==> src/rtl/vr_pkg.sv <==
// Shared types and helpers for the valid/ready blocks.
// No logic, so no latency or backpressure of its own.
package vr_pkg;

    typedef enum logic [1:0] {
        IDLE = 2'b01,
        LOCK = 2'b10
    } vr_state_e;

    // Index width for n requesters; never below 1 bit.
    function automatic int vr_idx_w(input int n);
        return (n > 1) ? $clog2(n) : 1;
    endfunction

endpackage

==> src/rtl/vr_rr_pick.sv <==
// Round-robin search: first set request after ptr, wrapping modulo NREQ.
// Latency: combinational. No backpressure; it only searches.
module vr_rr_pick
    import vr_pkg::*;
#(
    parameter  int NREQ = 4,
    localparam int IW   = vr_idx_w(NREQ)
) (
    input  logic [NREQ-1:0] req,
    input  logic [IW-1:0]   ptr,
    output logic            found,
    output logic [IW-1:0]   idx
);

    logic [IW-1:0] cand;

    // Walk from the far end so the candidate nearest ptr+1 is written last and wins.
    always_comb begin
        found = 1'b0;
        idx   = '0;
        cand  = '0;
        for (int k = NREQ; k >= 1; k--) begin
            cand = IW'((int'(ptr) + k) % NREQ);
            if (req[cand]) begin
                found = 1'b1;
                idx   = cand;
            end
        end
    end

endmodule

==> src/rtl/vr_rr_arbiter.sv <==
// Packet-locked round-robin arbiter onto one registered valid/ready output.
// Latency: 1 arbitration cycle per packet, then 1 cycle per beat. Backpressure: ReqRdy is low whenever the output register is full and stalled.
module vr_rr_arbiter
    import vr_pkg::*;
#(
    parameter  int NREQ = 4,
    parameter  int DW   = 8,
    localparam int IW   = vr_idx_w(NREQ)
) (
    input  logic               Clk,
    input  logic               Rstn,
    input  logic               Clear,
    input  logic [NREQ*DW-1:0] ReqData,
    input  logic [NREQ-1:0]    ReqVld,
    input  logic [NREQ-1:0]    ReqLast,
    output logic [NREQ-1:0]    ReqRdy,
    output logic [DW-1:0]      DataOut,
    output logic               DataOutLast,
    output logic [IW-1:0]      DataOutId,
    output logic               DataOutVld,
    input  logic               DataOutRdy,
    output logic               Busy
);

    vr_state_e     state;
    logic [IW-1:0] gnt;
    logic [IW-1:0] ptr;
    logic [IW-1:0] pick_idx;
    logic          pick_found;
    logic          out_free;
    logic          accept;
    logic          transmit;

    assign out_free = !DataOutVld || DataOutRdy;
    assign transmit = DataOutVld && DataOutRdy;
    assign accept   = (state == LOCK) && out_free && ReqVld[gnt];
    assign Busy     = (state == LOCK);

    always_comb begin
        ReqRdy = '0;
        if ((state == LOCK) && out_free) begin
            ReqRdy[gnt] = 1'b1;
        end
    end

    vr_rr_pick #(
        .NREQ (NREQ)
    ) u_pick (
        .req   (ReqVld),
        .ptr   (ptr),
        .found (pick_found),
        .idx   (pick_idx)
    );

    // ptr starts at NREQ-1 so requester 0 wins the first arbitration.
    always_ff @(posedge Clk or negedge Rstn) begin
        if (!Rstn) begin
            state       <= IDLE;
            gnt         <= '0;
            ptr         <= IW'(NREQ - 1);
            DataOut     <= '0;
            DataOutLast <= 1'b0;
            DataOutId   <= '0;
            DataOutVld  <= 1'b0;
        end else if (Clear) begin
            state       <= IDLE;
            gnt         <= '0;
            ptr         <= IW'(NREQ - 1);
            DataOut     <= '0;
            DataOutLast <= 1'b0;
            DataOutId   <= '0;
            DataOutVld  <= 1'b0;
        end else begin
            case (state)
                IDLE: begin
                    if (pick_found) begin
                        gnt   <= pick_idx;
                        state <= LOCK;
                    end
                end
                LOCK: begin
                    if (accept && ReqLast[gnt]) begin
                        ptr   <= gnt;
                        state <= IDLE;
                    end
                end
                default: state <= IDLE;
            endcase

            if (accept) begin
                DataOut     <= ReqData[int'(gnt)*DW +: DW];
                DataOutLast <= ReqLast[gnt];
                DataOutId   <= gnt;
                DataOutVld  <= 1'b1;
            end else if (transmit) begin
                DataOutVld  <= 1'b0;
            end
        end
    end

endmodule

==> config.mk <==
export PLATFORM = sky130hd
export DESIGN_NAME = vr_rr_arbiter
export DESIGN_NICKNAME = d
export VERILOG_FILES = /design/src/rtl/vr_pkg.sv /design/src/rtl/vr_rr_pick.sv /design/src/rtl/vr_rr_arbiter.sv
export SDC_FILE = /design/constraint.sdc
export NUM_CORES = 1
export LEC_CHECK = 0
export ABC_CLOCK_PERIOD_IN_PS = 1740
export CAP_MARGIN = 5
export CORE_MARGIN = 2
export CORE_UTILIZATION = 35
export DETAILED_ROUTE_END_ITERATION = 6
export PLACE_DENSITY_LB_ADDON = 0.15
export SYNTH_ARGS = -nofsm -noshare
export SYNTH_HDL_FRONTEND = slang
export SYNTH_HIERARCHICAL = 1
export SYNTH_SLANG_ARGS = --single-unit
==> constraint.sdc <==
create_clock -name Clk -period 1.74 [get_ports Clk]
set_input_delay 0.435 -clock Clk [delete_from_list [all_inputs] [get_ports Clk]]
set_output_delay 0.435 -clock Clk [all_outputs]
set_load 0.02 [all_outputs]
==> flow_summary.yaml, run 1 <==
placement:
  number_of_instances_in_the_placed_design: 220
  placement.io_buffers: 60
  gp_congestion: 0.871
  dp_hpwl_um: 2740
  pre_cts_ws_ns: -0.687
  placed_cell_area_sq_mm: 0.00191
layout:
  layoutNonFillerInstCount: 226
  drive_gt1_share_pct: 28.6
  final_design_area_no_fill_sq_mm: 0.00202
  areaGrowthSynthToFinish_pct: 74.3
  post_layout_nets: 227
  diodes: 0
floorplan:
  start_util_pct: 37.3
  floorplan.rows: 20
  fp.coreArea_sq_mm: 0.00310
  die_x_um: 61.5
  dieHeight_um: 61.5
  boundaryPins: 61
  die-area_sq_mm: 0.00378
global_routing:
  met2_resource_use_gr_pct: 39.4
  first_pass_grt_wire_length_um: 5510
  groute.layer.met3.usage_pct: 2.73
  grt.met1_usage_pct: 21.5
  largest_net_degree_at_the_start_of_global_routing: 19
  grt_antenna_before_repair: 0
  grt_pass1_vias: 1229
  grt_total_usage_pct: 20.1
  globalRoute.totalOverflow: 0
  global_route.peak_usage_layer: "met2"
drt:
  drt.antenna.violating_nets: 0
  detailedRoute.firstPassIterationCount: 4
  via_count: 1137
  routed_wirelength_um: 3470
  detail_route.drc_violations: 0
  routed_wire_length_per_instance_um: 15.3
  drt-initial-drc-count: 33
  routed_via_density: 5.03
timing:
  timing_max_transition_violations_final: 0
  rsz0062_at_grt: "yes"
  slew_headroom_pct: 81.3
  layout_min_cycle_time_ns: 1.71
  period_share_pct: 98.5
  hold_viol_final: 0
  fmax_ghz: 0.584
  report.final.setup_viol: 0
  worst_pin_slew_ns: 0.279
  clock-skew-final_ns: 0.0123
  hold_ws_ns: 0.458
  post-route-worst-setup-slack_ns: 0.0267
logic_synthesis:
  yosysSeqAreaShare_pct: 39.2
  synthesis.area_per_instance_sq_um: 11.2
  post_synth_instance_area_sq_mm: 0.00116
  synth_top_area_share_pct: 32.4
  synth_top_area_cell: "sky130_fd_sc_hd__dfrtp_1"
  synth.ff_latch_count: 18
  postSynthNetCount: 147
  ys.warnings.count: 6
  synth_cell_type_count: 32
  netlist_instances: 103
  yosys-top-cells-area: "sky130_fd_sc_hd__dfrtp_1, sky130_fd_sc_hd__mux4_2, sky130_fd_sc_hd__mux2i_1, sky130_fd_sc_hd__dfstp_2, sky130_fd_sc_hd__nor2_1"
pwr:
  clkPwrFrac_pct: 21.9
  seq_power_share_pct: 40.4
  cell_internal_pwr_uw: 849
  power.density_mw_per_mm2: 591
  power_switching_share_pct: 28.8
  power_switching_uw: 344
  ir_worst_vdd_mv: 0.292
  combPwrFrac_pct: 37.7
  pnr_total_power_uw: 1190
  leakage_uw: 0.00106
clock_tree:
  tritoncts_num_sinks: 18
  clk_root_buffer_cell: "sky130_fd_sc_hd__clkbuf_4"
  numCtsBuffers: 3
  clk_path_buf_depth: 2
  tritoncts: "yes"
  path_clk_slew_ns: 0.11
  cts_htree_levels: 1
  clkLatencyLatePin_ns: 0.30
setup_path:
  worstSetupPathType: "flip-flop to output pin"
  critPathLaunchType: "flip-flop"
  worst_ep_arrival_time_ns: 1.28
  regToRegSetupSlack_ns: 0.10
  crit_fanout: 4
  critPathCaptureType: "output pin"
  cp_data_required_time_ns: 1.30
hold_path:
  hp-class: "primary input to asynchronous set/reset pin"
status:
  status: "finished, final reports clean"
job:
  cap_viol_max_count: 0
[logic make-up after synthesis]
kind of cell / synth area share, %
simple gates: 14.5
buf+inv: 6.27
flops: 39.2
compound gates: 11.8
mux: 28.2
[sequential cells by signal (all words and copies together), names as in the netlist]
signal	flops
DataOut	8
DataOutId	2
gnt	2
ptr	2
state	2
DataOutLast	1
DataOutVld	1
[synth_stat cells, drive strengths merged]
cell type and count:
a32oi 1, and3 1, a2bb2oi 1, nor2b 2, nand2 4, o22a 1, a31oi 3, buf 4
dfrtp 15, inv 3, mux2i 12, nor2 19, mux4 9, o221ai 2, a21oi 7, nand3 2
dfstp 3, o21ai 1, o211ai 2, and2b 1, nand3b 2, nand2b 4, clkbuf 3, a31o 1
[final timing paths]
path / start / to / depth (start not counted)
min: Rstn / DataOut[0] / 2
max in group asynchronous: Rstn / ptr[1] / 2
min reg2reg: DataOutId[1] / DataOutId[1] / 2
min in group Clk: DataOutId[1] / DataOutId[1] / 2
max: state[1] / ReqRdy[0] / 4
max reg2reg: gnt[0] / DataOutId[0] / 5
[critical path, stage by stage, from the launching register on]
cell and delay, ns:
sky130_fd_sc_hd__dfrtp_1 0.36, sky130_fd_sc_hd__nor2b_4 0.21, sky130_fd_sc_hd__nand3b_1 0.15, sky130_fd_sc_hd__nor2_1 0.11, sky130_fd_sc_hd__buf_4 0.15
[what timing repair did]
action / CTS / global route
hold buffers: 0 / 0
setup buffers: 1 / 1
endpoints found under the setup margin: 15 / 13
pin swaps: 2 / 3
gates resized for setup: 29 / 17
[stage by stage]
| stage | TNS, ns | util [%] |
|---|---|---|
| global placement | -5.77 | 61.7 |
| finish | 0 | 65.0 |
| detailed placement | -6.31 | 61.7 |
| CTS | 0 | 63.2 |
| global route | -0.173 | 65.0 |
| floorplan | 0 | - |
[placed cells by master (no fill, tap or decap), drive strengths merged]
| cell type | count |
|---|---|
| mux4 | 9 |
| mux2i | 12 |
| nand3b | 2 |
| and3 | 1 |
| o211ai | 2 |
| dfstp | 3 |
| o22a | 1 |
| dlymetal6s2s | 9 |
| nand2b | 4 |
| o21ai | 1 |
| nand3 | 2 |
| a31o | 1 |
| and2b | 1 |
| dfrtp | 15 |
| nor2 | 19 |
| nand2 | 4 |
| a21oi | 7 |
| a31oi | 3 |
| a32oi | 1 |
| o221ai | 2 |
| clkbuf | 4 |
| nor2b | 2 |
| a2bb2oi | 1 |
| buf | 27 |
| inv | 3 |
| dlygate4sd2 | 2 |
| clkdlybuf4s50 | 44 |
[layer usage]
| layer | up-vias | share of wire, % |
|---|---|---|
| met5 | - | 0 |
| li1 | 539 | - |
| met3 | 4 | 7.8 |
| met1 | 549 | 38 |
| met4 | 0 | 1.0 |
| met2 | 45 | 54 |
[power by group through the flow]
stage	sequential (uW)	combinational, uW	clock, uW
CTS	482	450	266
global placement	483	432	0
detailed placement	483	444	0
global route	487	485	287
finish	482	450	261
floorplan	487	222	0
[final cells by class]
type,count,area (sq um)
Clock buffer,4,36.3
Fill cell,276,1090
Inverter,3,11.3
Multi-Input combinational cell,75,668
Sequential cell,18,455
Tap cell,44,55.1
Timing Repair Buffer,82,791
(Power assumes the default switching activity.)
==> inputs of run 2 (changes only) <==
--- a/config.mk
+++ b/config.mk
@@ -10,7 +10,9 @@
 export CORE_MARGIN = 2
 export CORE_UTILIZATION = 35
 export DETAILED_ROUTE_END_ITERATION = 6
+export HOLD_SLACK_MARGIN = 0.06
 export PLACE_DENSITY_LB_ADDON = 0.15
+export SKIP_CTS_REPAIR_TIMING = 1
 export SYNTH_ARGS = -nofsm -noshare
 export SYNTH_HDL_FRONTEND = slang
 export SYNTH_HIERARCHICAL = 1
==> run 2 against run 1 <==
Net effect: critical endpoint is now ReqRdy[1]; combinational power is 1% higher; clock power is 2% lower; critical path depth stayed put; first-iteration DRC count is 9.1% higher; fmax is 1.3% lower; utilization is 0.36 points higher; register-to-register slack worse by 0.02 ns; largest power group unchanged; clock skew is 0.0029 ns lower; global-route usage is 0.22 points lower.
==> flow_summary.yaml, run 2 (synthesis results as in run 1) <==
status:
  status: "finished, final reports clean"
timing:
  clock-skew-final_ns: 0.00941
  timing_max_transition_violations_final: 0
  hold_viol_final: 0
  fmax_ghz: 0.576
  post-route-worst-setup-slack_ns: 0.00413
  worst_pin_slew_ns: 0.279
  report.final.setup_viol: 0
  timing.setup.tns_ns: 0
  layout_min_cycle_time_ns: 1.74
  rsz0062_at_grt: "yes"
  period_share_pct: 99.8
  slew_headroom_pct: 81.3
setup_path:
  critPathCaptureType: "output pin"
  regToRegSetupSlack_ns: 0.08
  worstSetupPathType: "flip-flop to output pin"
  critPathLaunchType: "flip-flop"
  worst_ep_arrival_time_ns: 1.30
  reg_to_reg_startpoint: "gnt[0]"
  crit_chain: "nor2b_4 -> nand3b_1 -> nor2_1 -> buf_4"
  cp-endpoint: "ReqRdy[1]"
  r2r_end: "DataOutId[0]"
  cp_slowest_cell: "sky130_fd_sc_hd__dfrtp_1"
  timing.critical_path.depth: 4
  slowest_delay_ns: 0.36
  crit_fanout: 4
  path_buf_inv: 1
  worst_r2r_path_depth: 5
  cp_data_required_time_ns: 1.30
  cp-startpoint: "state[1]"
  timing.critical_path.max_delay_family: "simple AND/OR/NAND/NOR gates"
floorplan:
  die_x_um: 61.5
  fp.coreArea_sq_mm: 0.00310
  start_util_pct: 37.3
  floorplan.rows: 20
  dieHeight_um: 61.5
  boundaryPins: 61
  die-area_sq_mm: 0.00378
placement:
  placement.io_buffers: 60
  gp_congestion: 0.871
  dp_hpwl_um: 2740
  placed_cell_area_sq_mm: 0.00191
  pre_cts_ws_ns: -0.687
global_routing:
  grt_antenna_before_repair: 0
  first_pass_grt_wire_length_um: 5440
  grt_total_usage_pct: 19.9
  globalRoute.totalOverflow: 0
  largest_net_degree_at_the_start_of_global_routing: 19
  grt_pass1_vias: 1226
drt:
  route.met3.wl_um: 285
  detail_route.drc_violations: 0
  via_count: 1140
  drt-initial-drc-count: 36
  routed_wire_length_per_instance_um: 15.2
  met2_length_um: 1820
  routed_wirelength_um: 3450
  routed_via_density: 5.02
  maxUsedRoutingLayer: "met4"
  drt.antenna.violating_nets: 0
  detailedRoute.firstPassIterationCount: 5
  wire_length_on_met1_um: 1310
layout:
  layout.cells.most_common: "sky130_fd_sc_hd__clkdlybuf4s50_1"
  diodes: 0
  max_flop_register: "DataOut"
  post_layout_nets: 228
  drive_gt1_share_pct: 29.0
  final_design_area_no_fill_sq_mm: 0.00203
  areaGrowthSynthToFinish_pct: 75.2
  largest_reg_flops: 8
  final_cell_mix: "sky130_fd_sc_hd__clkdlybuf4s50_1, sky130_fd_sc_hd__buf_4, sky130_fd_sc_hd__nor2_1"
clock_tree:
  clk_path_buf_depth: 2
  tritoncts_num_sinks: 18
  path_clk_slew_ns: 0.11
  clk_root_buffer_cell: "sky130_fd_sc_hd__clkbuf_4"
  tritoncts: "yes"
  numCtsBuffers: 3
  cts_htree_levels: 1
  clkLatencyLatePin_ns: 0.30
pwr:
  leakage_uw: 0.00108
  clkPwrFrac_pct: 21.4
  power_switching_uw: 339
  cell_internal_pwr_uw: 853
  pnr_total_power_uw: 1190
  ir_worst_vdd_mv: 0.289
  power_switching_share_pct: 28.4
  combPwrFrac_pct: 38.2
  seq_power_share_pct: 40.4
  power.density_mw_per_mm2: 588
hold_path:
  hp-class: "primary input to asynchronous set/reset pin"
job:
  cap_viol_max_count: 0
==> run 2: cell count changes in the layout (fill, tap and decap cells not counted) <==
cell,delta
sky130_fd_sc_hd__buf_2,-1
sky130_fd_sc_hd__clkbuf_2,+1
sky130_fd_sc_hd__buf_6,-1
sky130_fd_sc_hd__dlygate4sd2_1,-2
sky130_fd_sc_hd__buf_4,+2
sky130_fd_sc_hd__dlymetal6s2s_1,+2
==> run 2: worst min path at each step <==
| stage | start | end | slack (ns) | cells after the start |
|---|---|---|---|---|
| floorplan | Rstn | DataOutId[0] | 0.14 | 0 |
| global placement | DataOut[6] | DataOut[6] | 0.50 | 2 |
| detailed placement | DataOut[3] | DataOut[3] | 0.52 | 2 |
| CTS | Rstn | DataOut[0] | 0.46 | 2 |
| global route | Rstn | DataOut[0] | 0.48 | 2 |
| finish | Rstn | DataOut[2] | 0.46 | 2 |
==> run 2: metal layers <==
metal,global-route usage (%),vias up
met2,38.3,48
met4,7.29,0
met5,0,-
met3,2.94,4
met1,21.7,548
li1,-,540
==> run 2: area by class of cell <==
class                      instances  area, sq um
fill                             274         1070
tap                               44         55.1
clock buffer                       4         36.3
timing repair buffer              83          802
inverter                           3         11.3
sequential                        18          455
multi-input combinational         75          668
==> run 2: power groups by stage <==
stage | Clock, uW | Combinational, uW | Sequential (uW)
detailed placement | 0 | 444 | 483
floorplan | 0 | 222 | 487
finish | 255 | 455 | 482
CTS | 266 | 447 | 476
global route | 287 | 490 | 487
global placement | 0 | 432 | 483
==> run 2: stage by stage <==
| step | util, % | instances | hold WS (ns) |
|---|---|---|---|
| after floorplan | - | 103 | 0.139 |
| after global placement | 61.7 | 220 | 0.505 |
| after detailed placement | 61.7 | 220 | 0.515 |
| after CTS | 62.9 | 224 | 0.463 |
| after global routing | 65.4 | 227 | 0.480 |
| final | 65.4 | 227 | 0.463 |
==> inputs of run 3 (changes only) <==
--- a/config.mk
+++ b/config.mk
@@ -17,3 +17,4 @@
 export SYNTH_HDL_FRONTEND = slang
 export SYNTH_HIERARCHICAL = 1
 export SYNTH_SLANG_ARGS = --single-unit
+export TNS_END_PERCENT = 10
==> run 3 against run 2 <==
Net effect: the run now ends with setup timing left; count of clock-buffer cells in the layout is the same; routed wire length is essentially flat; setup slack lost 0.050 ns; combinational power shrank 2%; cell count shrank 0.88%; utilization shrank 0.73 points; register-to-register slack is essentially flat; first-iteration DRC count shrank 17%; largest power group unchanged.
==> flow_summary.yaml, run 3 (synthesis results as in run 1) <==
status:
  status: "finished with violations"
  violated_checks: "setup timing"
clock_tree:
  tritoncts: "yes"
  numCtsBuffers: 3
  tritoncts_num_sinks: 18
  clkLatencyLatePin_ns: 0.30
  cts_htree_levels: 1
  clk_root_buffer_cell: "sky130_fd_sc_hd__clkbuf_4"
  path_clk_slew_ns: 0.11
  clk_path_buf_depth: 2
setup_path:
  critPathLaunchType: "flip-flop"
  regToRegSetupSlack_ns: 0.09
  critPathCaptureType: "output pin"
  cp_data_required_time_ns: 1.30
  crit_chain: "nor2b_4 -> nand3b_1 -> nor2_1 -> clkbuf_2"
  slowest_delay_ns: 0.36
  crit_fanout: 4
  cp-startpoint: "state[1]"
  cp-endpoint: "ReqRdy[0]"
  worstSetupPathType: "flip-flop to output pin"
  r2r_end: "DataOutId[0]"
  worst_ep_arrival_time_ns: 1.35
  cp_slowest_cell: "sky130_fd_sc_hd__dfrtp_1"
  reg_to_reg_startpoint: "gnt[0]"
  worst_r2r_path_depth: 5
layout:
  largest_reg_flops: 8
  diodes: 0
  areaGrowthSynthToFinish_pct: 73.3
  filler_cell_count: 275
  layout.area.seq_sq_um: 455
  max_flop_register: "DataOut"
  post_layout_nets: 226
  multi_input_comb_area_sq_um: 668
  final_cell_mix: "sky130_fd_sc_hd__clkdlybuf4s50_1, sky130_fd_sc_hd__buf_4, sky130_fd_sc_hd__nor2_1"
  layout.cells.most_common: "sky130_fd_sc_hd__clkdlybuf4s50_1"
  drive_gt1_share_pct: 28.7
  utilization_pct: 64.6
placement:
  gp_congestion: 0.871
  pre_cts_ws_ns: -0.687
  placement.io_buffers: 60
  dp_hpwl_um: 2740
pwr:
  power.density_mw_per_mm2: 590
  ir_worst_vdd_mv: 0.289
  pnr_total_power_uw: 1180
  leakage_uw: 0.00106
hold_path:
  hp-class: "primary input to asynchronous set/reset pin"
global_routing:
  first_pass_grt_wire_length_um: 5440
  grt_pass1_vias: 1226
  grt_antenna_before_repair: 0
  largest_net_degree_at_the_start_of_global_routing: 19
  globalRoute.totalOverflow: 0
  grt_total_usage_pct: 19.9
floorplan:
  floorplan.rows: 20
  boundaryPins: 61
  start_util_pct: 37.3
  die_x_um: 61.5
  fp.coreArea_sq_mm: 0.00310
  die-area_sq_mm: 0.00378
  dieHeight_um: 61.5
drt:
  detail_route.drc_violations: 0
  routed_wirelength_um: 3450
  drt-initial-drc-count: 30
  routed_via_density: 5.06
  routed_wire_length_per_instance_um: 15.3
  detailedRoute.firstPassIterationCount: 4
  via_count: 1139
  drt.antenna.violating_nets: 0
timing:
  post-route-worst-setup-slack_ns: -0.0455
  timing.setup.tns_ns: -0.0646
  clock-skew-final_ns: 0.0113
  hold_viol_final: 0
  rsz0062_at_grt: "yes"
  worst_pin_slew_ns: 0.278
  slew_headroom_pct: 81.4
  fmax_ghz: 0.560
  timing_max_transition_violations_final: 0
  period_share_pct: 103
  layout_min_cycle_time_ns: 1.79
  report.final.setup_viol: 2
job:
  cap_viol_max_count: 0
## run 3: changes by cell type in the layout (fill, tap and decap cells not counted), sizes merged
cell          before  now
buf               27   25
clkbuf             5    6
dlymetal6s2s      11   10
## run 3: how the worst min path moves through the flow
stage | start | endpoint | slack [ns] | depth (start not counted)
3_5_place_dp | DataOut[3] | DataOut[3] | 0.52 | 2
5_1_grt | Rstn | DataOut[0] | 0.48 | 2
6_report | Rstn | DataOut[2] | 0.46 | 2
4_1_cts | Rstn | DataOut[0] | 0.46 | 2
2_1_floorplan | Rstn | DataOutId[0] | 0.14 | 0
3_3_place_gp | DataOut[6] | DataOut[6] | 0.50 | 2
## run 3: cell type report
class                      instances  area share [%]
clock buffer                       4            1.81
inverter                           3           0.561
multi-input combinational         75            33.3
sequential                        18            22.7
tap                               44            2.74
timing repair buffer              81            38.9
## run 3: metrics by stage
step                instances  hold WS, ns  instance area, sq um
global placement          220        0.505                  1910
CTS                       224        0.463                  1950
finish                    225        0.462                  2010
floorplan                 103        0.139                  1160
detailed placement        220        0.515                  1910
global route              225        0.480                  2010
## run 3: worst max-delay path: cells and delay by family, from the launching register on
family,cells,cell delay (ns)
DFF,1,0.36
buffers and inverters,1,0.18
and+or+nand+nor,3,0.52
## run 3: routing by layer
layer | global-route usage, % | up-vias | part of all wire [%]
met5 | 0 | - | 0
met4 | 7.29 | 0 | 1.0
met3 | 2.94 | 4 | 8.1
met2 | 38.3 | 48 | 53
met1 | 21.7 | 552 | 38
li1 | - | 535 | -
## run 3: power breakdown
group | internal [uW] | switching (uW) | total, uW
combinational | 264 | 181 | 445
sequential | 453 | 29.1 | 482
clock | 127 | 129 | 256
total | 844 | 338 | 1180
